`config.mk`:
```
export PLATFORM = sky130hd
export DESIGN_NAME = clk_div_by_n
export DESIGN_NICKNAME = d
export VERILOG_FILES = /design/src/rtl/clk_div_pkg.sv /design/src/rtl/clk_div_out_stage.sv /design/src/rtl/clk_div_by_n.sv
export SDC_FILE = /design/constraint.sdc
export NUM_CORES = 1
export LEC_CHECK = 0
export ABC_AREA = 1
export CAP_MARGIN = 20
export CORE_MARGIN = 4
export CORE_UTILIZATION = 61
export DETAILED_ROUTE_END_ITERATION = 12
export PLACE_DENSITY = 0.91
export REMOVE_ABC_BUFFERS = 1
export SETUP_SLACK_MARGIN = 0.4
export SLEW_MARGIN = 0
export SYNTH_ARGS = -nofsm -noshare
export SYNTH_HDL_FRONTEND = slang
export SYNTH_SLANG_ARGS = --single-unit
```
`constraint.sdc`:
```
create_clock -name clk_i -period 4.65 [get_ports clk_i]
set_input_delay 1.395 -clock clk_i [delete_from_list [all_inputs] [get_ports clk_i]]
set_output_delay 1.395 -clock clk_i [all_outputs]
set_load 0.05 [all_outputs]
```
`src/rtl/clk_div_pkg.sv`:
```
// Shared types and constants for the runtime-programmable clock divider.
package clk_div_pkg;

    localparam int DIV_W       = 8;
    localparam int DIV_MIN     = 2;
    localparam int DIV_DEFAULT = 3;

    typedef logic [DIV_W-1:0] div_t;

    typedef enum logic {
        STOPPED = 1'b0,
        RUN     = 1'b1
    } run_state_e;

    function automatic div_t half(div_t n);
        return n >> 1;
    endfunction

endpackage

```
`src/rtl/clk_div_out_stage.sv`:
```
// Output phase pair for the divider: posedge phase, negedge half-cycle extension for odd N, ORed.
// The only negedge logic in the block; swap for a dual-edge cell here if one becomes available.
module clk_div_out_stage #(
    parameter bit ODD_RST = 1'b1
) (
    input  logic clk_i,
    input  logic rst_ni,
    input  logic pos_d_i,
    input  logic odd_ld_i,
    input  logic odd_d_i,
    output logic clk_div_o
);

    logic pos_q;
    logic neg_q;
    logic odd_q;

    always_ff @(posedge clk_i or negedge rst_ni) begin
        if (!rst_ni) begin
            pos_q <= 1'b0;
            odd_q <= ODD_RST;
        end else begin
            pos_q <= pos_d_i;
            if (odd_ld_i) odd_q <= odd_d_i;
        end
    end

    // odd_q only changes at a boundary, where pos_q has been low for a full cycle.
    always_ff @(negedge clk_i or negedge rst_ni) begin
        if (!rst_ni) neg_q <= 1'b0;
        else         neg_q <= pos_q & odd_q;
    end

    assign clk_div_o = pos_q | neg_q;

endmodule

```
`src/rtl/clk_div_by_n.sv`:
```
// Runtime-programmable 50%-duty clock divider: period counter, divisor handshake and run/stop FSM.
module clk_div_by_n #(
    parameter int W           = clk_div_pkg::DIV_W,
    parameter int DIV_DEFAULT = clk_div_pkg::DIV_DEFAULT
) (
    input  logic         clk_i,
    input  logic         rst_ni,
    input  logic         en_i,
    input  logic [W-1:0] div_i,
    input  logic         div_vld_i,
    output logic         div_rdy_o,
    output logic         div_err_o,
    output logic         clk_div_o,
    output logic         tick_o,
    output logic         running_o
);
    import clk_div_pkg::*;

    localparam logic [W-1:0] N_RST = W'(DIV_DEFAULT);
    localparam logic [W-1:0] N_MIN = W'(DIV_MIN);
    localparam logic [W-1:0] ONE   = W'(1);

    run_state_e   state_q, state_d;
    logic [W-1:0] cnt_q, cnt_d;
    logic [W-1:0] n_q, n_d;
    logic [W-1:0] h_q, h_d;
    logic [W-1:0] pend_q, pend_d;
    logic         pend_vld_q, pend_vld_d;
    logic         err_q, err_d;
    logic         tick_q, tick_d;
    logic         wrap, bnd, apply, pos_d;

    always_ff @(posedge clk_i or negedge rst_ni) begin
        if (!rst_ni) begin
            state_q    <= STOPPED;
            cnt_q      <= N_RST - ONE;
            n_q        <= N_RST;
            h_q        <= N_RST >> 1;
            pend_q     <= '0;
            pend_vld_q <= 1'b0;
            err_q      <= 1'b0;
            tick_q     <= 1'b0;
        end else begin
            state_q    <= state_d;
            cnt_q      <= cnt_d;
            n_q        <= n_d;
            h_q        <= h_d;
            pend_q     <= pend_d;
            pend_vld_q <= pend_vld_d;
            err_q      <= err_d;
            tick_q     <= tick_d;
        end
    end

    always_comb begin
        state_d    = state_q;
        cnt_d      = cnt_q;
        n_d        = n_q;
        h_d        = h_q;
        pend_d     = pend_q;
        pend_vld_d = pend_vld_q;
        err_d      = 1'b0;
        tick_d     = 1'b0;
        pos_d      = 1'b0;

        // While stopped cnt sits at N-1, so wrap is always true there.
        wrap  = (cnt_q == n_q - ONE);
        bnd   = wrap && en_i;
        apply = bnd && pend_vld_q;

        case (state_q)
            STOPPED: if (en_i) state_d = RUN;
            RUN:     if (wrap && !en_i) state_d = STOPPED;
        endcase

        if (bnd) begin
            // New period: first cycle is always high since H >= 1 for N >= 2.
            cnt_d  = '0;
            tick_d = 1'b1;
            pos_d  = 1'b1;
            if (pend_vld_q) begin
                n_d        = pend_q;
                h_d        = pend_q >> 1;
                pend_vld_d = 1'b0;
            end
        end else if (state_q == RUN && !wrap) begin
            cnt_d = cnt_q + ONE;
            pos_d = (cnt_d < h_q);
        end

        // Accept only while nothing is pending, so it never collides with apply.
        if (div_vld_i && !pend_vld_q) begin
            if (div_i >= N_MIN) begin
                pend_d     = div_i;
                pend_vld_d = 1'b1;
            end else begin
                err_d = 1'b1;
            end
        end
    end

    clk_div_out_stage #(
        .ODD_RST ((DIV_DEFAULT % 2) == 1)
    ) u_out (
        .clk_i     (clk_i),
        .rst_ni    (rst_ni),
        .pos_d_i   (pos_d),
        .odd_ld_i  (apply),
        .odd_d_i   (pend_q[0]),
        .clk_div_o (clk_div_o)
    );

    assign div_rdy_o = !pend_vld_q;
    assign div_err_o = err_q;
    assign tick_o    = tick_q;
    assign running_o = (state_q == RUN);

endmodule
```
==> results <==
- The flow ran to the end, but the final reports show violations.
- After clock tree synthesis, the flow added hold-fix buffers numbering 0.
- The row count is 20.
- Grouping stages by cell kind, the critical path spends the most delay in flip-flops.
- From bottom edge to top edge, the die measures 63.9 µm.
- The worst-path maximum fanout is 1.
- The clock arrives with 10.8 ps of skew.
- In this run the mean area of a mapped cell was around 7.1 µm².
- The adder and majority gate portion of the synthesized area is 0.0525.
- The average wire per standard cell is between 10 and 15 µm.
- The initial antenna violation count came to 0.
- The clock tree from TritonCTS is built.
- The portion of netlist area occupied by mux cells is 0.
- The number of flops mapped to enable cells by yosys is 0.
- The number of slew-limit violations in the final report is 0.
- The startpoint type of the worst setup path is a register.
- By area the synthesized netlist is led by sky130_fd_sc_hd__dfrtp_1, sky130_fd_sc_hd__nand2_1, sky130_fd_sc_hd__inv_1.
- Across the run, the number of max-cap violations was 0.
- In the synthesized netlist the dominant register cell turns out to be sky130_fd_sc_hd__dfrtp_1.
- The final weighted congestion of routability-driven global placement is 0.920.
- The gate count of the mapped netlist is 267.
- The total internal power is ~0.00067 W.
- Adding up every negative setup slack in the final design gives -115 ps.
- Power spread over the standard cell area amounts to between 500 and 600 mW/mm².
- The min-delay analysis places its worst path in the category reg2reg.
- During synthesis, Yosys emitted a total of 0 warnings.
- The I/O pin count is 17.
- In this run the standard cell core region covers 0.00303 mm².
- Measured against its own limit, the worst slew margin works out to 0.654.
- The worst register-to-register path ends at u_out.neg_q.
- Summing every instance area after synthesis gives about 0.0019 mm².
- Clock tree synthesis selected as its root buffer the cell sky130_fd_sc_hd__clkbuf_4.
- After clock tree synthesis, the clock-pin slew on the worst setup and hold paths is 90 ps.
- The fraction of power consumed by sequential logic is 0.361.
- The path with the worst hold slack has its endpoint at n_q[1].
- The number of routed nets with antenna violations is 0.
- The analysis attributes to cell leakage a power of 1.21 nW.
- The floorplan step defined a die boundary enclosing just over 0.004 mm².
- In the final layout, the share of cells above drive strength 1 is 0.104.
- The switching part of the total is 0.463.
- The count of buffer and inverter cells on the critical path is 1.
- For this run, the register share of the synthesized area comes to 0.395.
- By area, the combinational part of the netlist is dominated by simple AND/OR/NAND/NOR gates.
- The worst reg-to-reg path cell count is 2.
- The initial cell density of the core is 0.630.
- The number of distinct standard cells referenced by the synthesized netlist is 28.
- The net switching power of the design is 0.000574 W.
- The routed design has 4.04 mm of wire.
- The number of detailed-route iterations in the first pass is 4.
- The combinational cell fraction of total power is 0.504.
- For this run, design rule violations remaining after detail routing come to 0.
- The source of the worst hold timing path is n_q[1].
- Setup repair after global routing could not meet its margin everywhere.
- Of the total power, the clock network draws 0.135.
- Traced cell by cell, the critical path runs through or2_4 -> buf_8.
- The count of buffers added on input and output ports is 16.
- The largest stage delay on the critical path is 340 ps.
- The global routing usage summed across all routing layers is 0.235.
- The clock passes through at most 2 buffers.
- The peak supply drop is 0.307 mV.
- The number of nets at the end of the flow is 308.
- The critical path is of the reg2out type.
- Ranked by instance count, the synthesized netlist is headed by sky130_fd_sc_hd__nand2_1, sky130_fd_sc_hd__inv_1, sky130_fd_sc_hd__dfrtp_1.
- The via count of the first global-routing pass is 1702.
- The worst path setup slack after routing is -115 ps.
- The final hold violation count was 0.
- The number of buffers added by the clock tree synthesis step is 5.
- The compound-gate portion of the synthesized area is 0.0433.
- The setup slack on the worst flop-to-flop path is 1640 ps.
- The startpoint identified for the worst register-to-register timing path is n_q[0].
- Of the total synthesized cell area, the portion taken by XOR and XNOR cells is 0.0230.
- The first global-routing pass estimated 7.45 mm of wire.
- The post-CTS setup buffer count is 0.
- For the worst setup path, the data arrival time is 3370 ps.
- The final reports fail on negative setup slack.
- For this design, the sink count on the clock tree is 30.
- The simple-gate area share of the yosys netlist is 0.404.
- The slew at the pin closest to its max-slew limit is 518 ps.
- The required time of the critical path is roughly 3300 ps.
- Entering global routing, the biggest net connects 30 pins.
- The kind of end point of the critical path is an output pin.
- The final setup violation count is 1.
- The end-of-flow core utilization is 0.723.
- The HPWL after detailed placement is 3.06 mm.
- The maximum level of the CTS H-tree is 2.
- The remaining global-route overflow is 0.
- The floorplan step set the die width to between 60 and 70 µm.
- Using the TritonRoute via totals, the vias-per-cell ratio works out to 5.13.
- The largest area contributor in the netlist is sky130_fd_sc_hd__dfrtp_1.
- The total number of vias is 1709.
- The final antenna diode count is 0.
- The number of DRC violations after detailed-routing iteration 0 is 122.
- The signed area change from the synthesized netlist to the final layout is 14.7%.
- In the post-synthesis netlist, the cell with the most instances is sky130_fd_sc_hd__nand2_1.
- The critical-path cell with the highest stage delay is sky130_fd_sc_hd__dfrtn_1.
- Along the worst hold path, the cell count comes to 2.
- Synthesis inferred 30 register bits.
- The fraction of registers with async set/reset is 1.00.
- The worst-skew pair later-pin latency is ~340 ps.
- Of the post-synthesis cell area, the dominant cell type holds 0.341.
## layout by cell type, fill, tap and decap left out, types with 2 or more instances in the layout
master / netlist / final
sky130_fd_sc_hd__clkdlybuf4s50_1: 0 / 15
sky130_fd_sc_hd__xor2_1: 5 / 5
sky130_fd_sc_hd__nand3b_1: 2 / 2
sky130_fd_sc_hd__a21oi_1: 3 / 3
sky130_fd_sc_hd__nand2_1: 100 / 100
sky130_fd_sc_hd__nor2_1: 19 / 19
sky130_fd_sc_hd__ha_1: 8 / 8
sky130_fd_sc_hd__inv_2: 4 / 4
sky130_fd_sc_hd__o21ai_0: 10 / 10
sky130_fd_sc_hd__nand2_2: 3 / 3
sky130_fd_sc_hd__dfrtp_1: 26 / 26
sky130_fd_sc_hd__nand3_2: 2 / 2
sky130_fd_sc_hd__nand4_1: 10 / 10
sky130_fd_sc_hd__nor2_4: 4 / 4
sky130_fd_sc_hd__clkbuf_4: 0 / 5
sky130_fd_sc_hd__o21ai_1: 2 / 2
sky130_fd_sc_hd__dfstp_2: 3 / 3
sky130_fd_sc_hd__inv_1: 34 / 34
sky130_fd_sc_hd__nand3_1: 20 / 20
## metal layers
layer	global-route usage	vias up	share of wire
li1	-	888	-
met1	0.294	766	0.45
met2	0.385	45	0.47
met3	0.0545	10	0.054
met4	0.108	0	0.023
met5	0	-	0
## what timing repair did
action	CTS	global route
resized for setup	3	0
pin swaps	0	0
setup endpoints to repair	1	1
endpoints found under the hold margin	0	0
## logic make-up after synthesis
kind of cell | Yosys count
DFF | 30
buffers and inverters | 41
AOI/OAI and AO/OA | 16
and+or+nand+nor | 167
adders and majority gates | 8
xor gates and xnor gates | 5
## state kept, by name (all words and copies together) (netlist names)
register     cells
cnt_q            8
div_err_o        1
n_q              8
pend_q           8
pend_vld_q       1
running_o        1
tick_o           1
u_out.neg_q      1
u_out.pos_q      1
## worst max-delay path by stage
stage / start / end / slack [ps] / depth (start not counted)
after floorplan: u_out.neg_q / clk_div_o / 240 / 1
after global placement: u_out.neg_q / clk_div_o / 170 / 2
after detailed placement: u_out.neg_q / clk_div_o / 180 / 2
after CTS: u_out.neg_q / clk_div_o / -110 / 2
after global routing: u_out.neg_q / clk_div_o / -150 / 2
final: u_out.neg_q / clk_div_o / -120 / 2
## per-stage QoR
| step | cells | area, µm² | setup slack, ps | total power [W] | hold slack, ps |
|---|---|---|---|---|---|
| detailed placement | 325 | 2110 | 181 | 0.00106 | 473 |
| global placement | 325 | 2110 | 171 | 0.00103 | 468 |
| floorplan | 264 | 1890 | 237 | 0.000917 | 453 |
| global route | 333 | 2190 | -152 | 0.00138 | 514 |
| CTS | 333 | 2190 | -115 | 0.00125 | 496 |
| finish | 333 | 2190 | -115 | 0.00124 | 491 |
## cell type report
| cell class | count | area, µm² |
|---|---|---|
| Multi-Input combinational cell | 196 | 1000 |
| Timing Repair Buffer | 17 | 173 |
| Clock buffer | 6 | 51.3 |
| Sequential cell | 30 | 754 |
| Tap cell | 44 | 55.1 |
| Fill cell | 231 | 840 |
| Inverter | 38 | 143 |
| Clock inverter | 2 | 12.5 |
## worst min-delay path: stages (launching register included)
cell and delay [ps]:
sky130_fd_sc_hd__dfstp_2 400, sky130_fd_sc_hd__nand2_1 60, sky130_fd_sc_hd__nand2_1 40
## power groups by stage
| stage | logic, W | clock network, W | registers, W |
|---|---|---|---|
| final | 0.000624 | 0.000168 | 0.000447 |
| after global routing | 0.000734 | 0.000187 | 0.000464 |
| after CTS | 0.000628 | 0.000173 | 0.000445 |
| after detailed placement | 0.000611 | 0 | 0.000450 |
| after global placement | 0.000586 | 0 | 0.000446 |
| after floorplan | 0.000493 | 0 | 0.000424 |
Note: power is estimated with default switching activity, not from simulation.
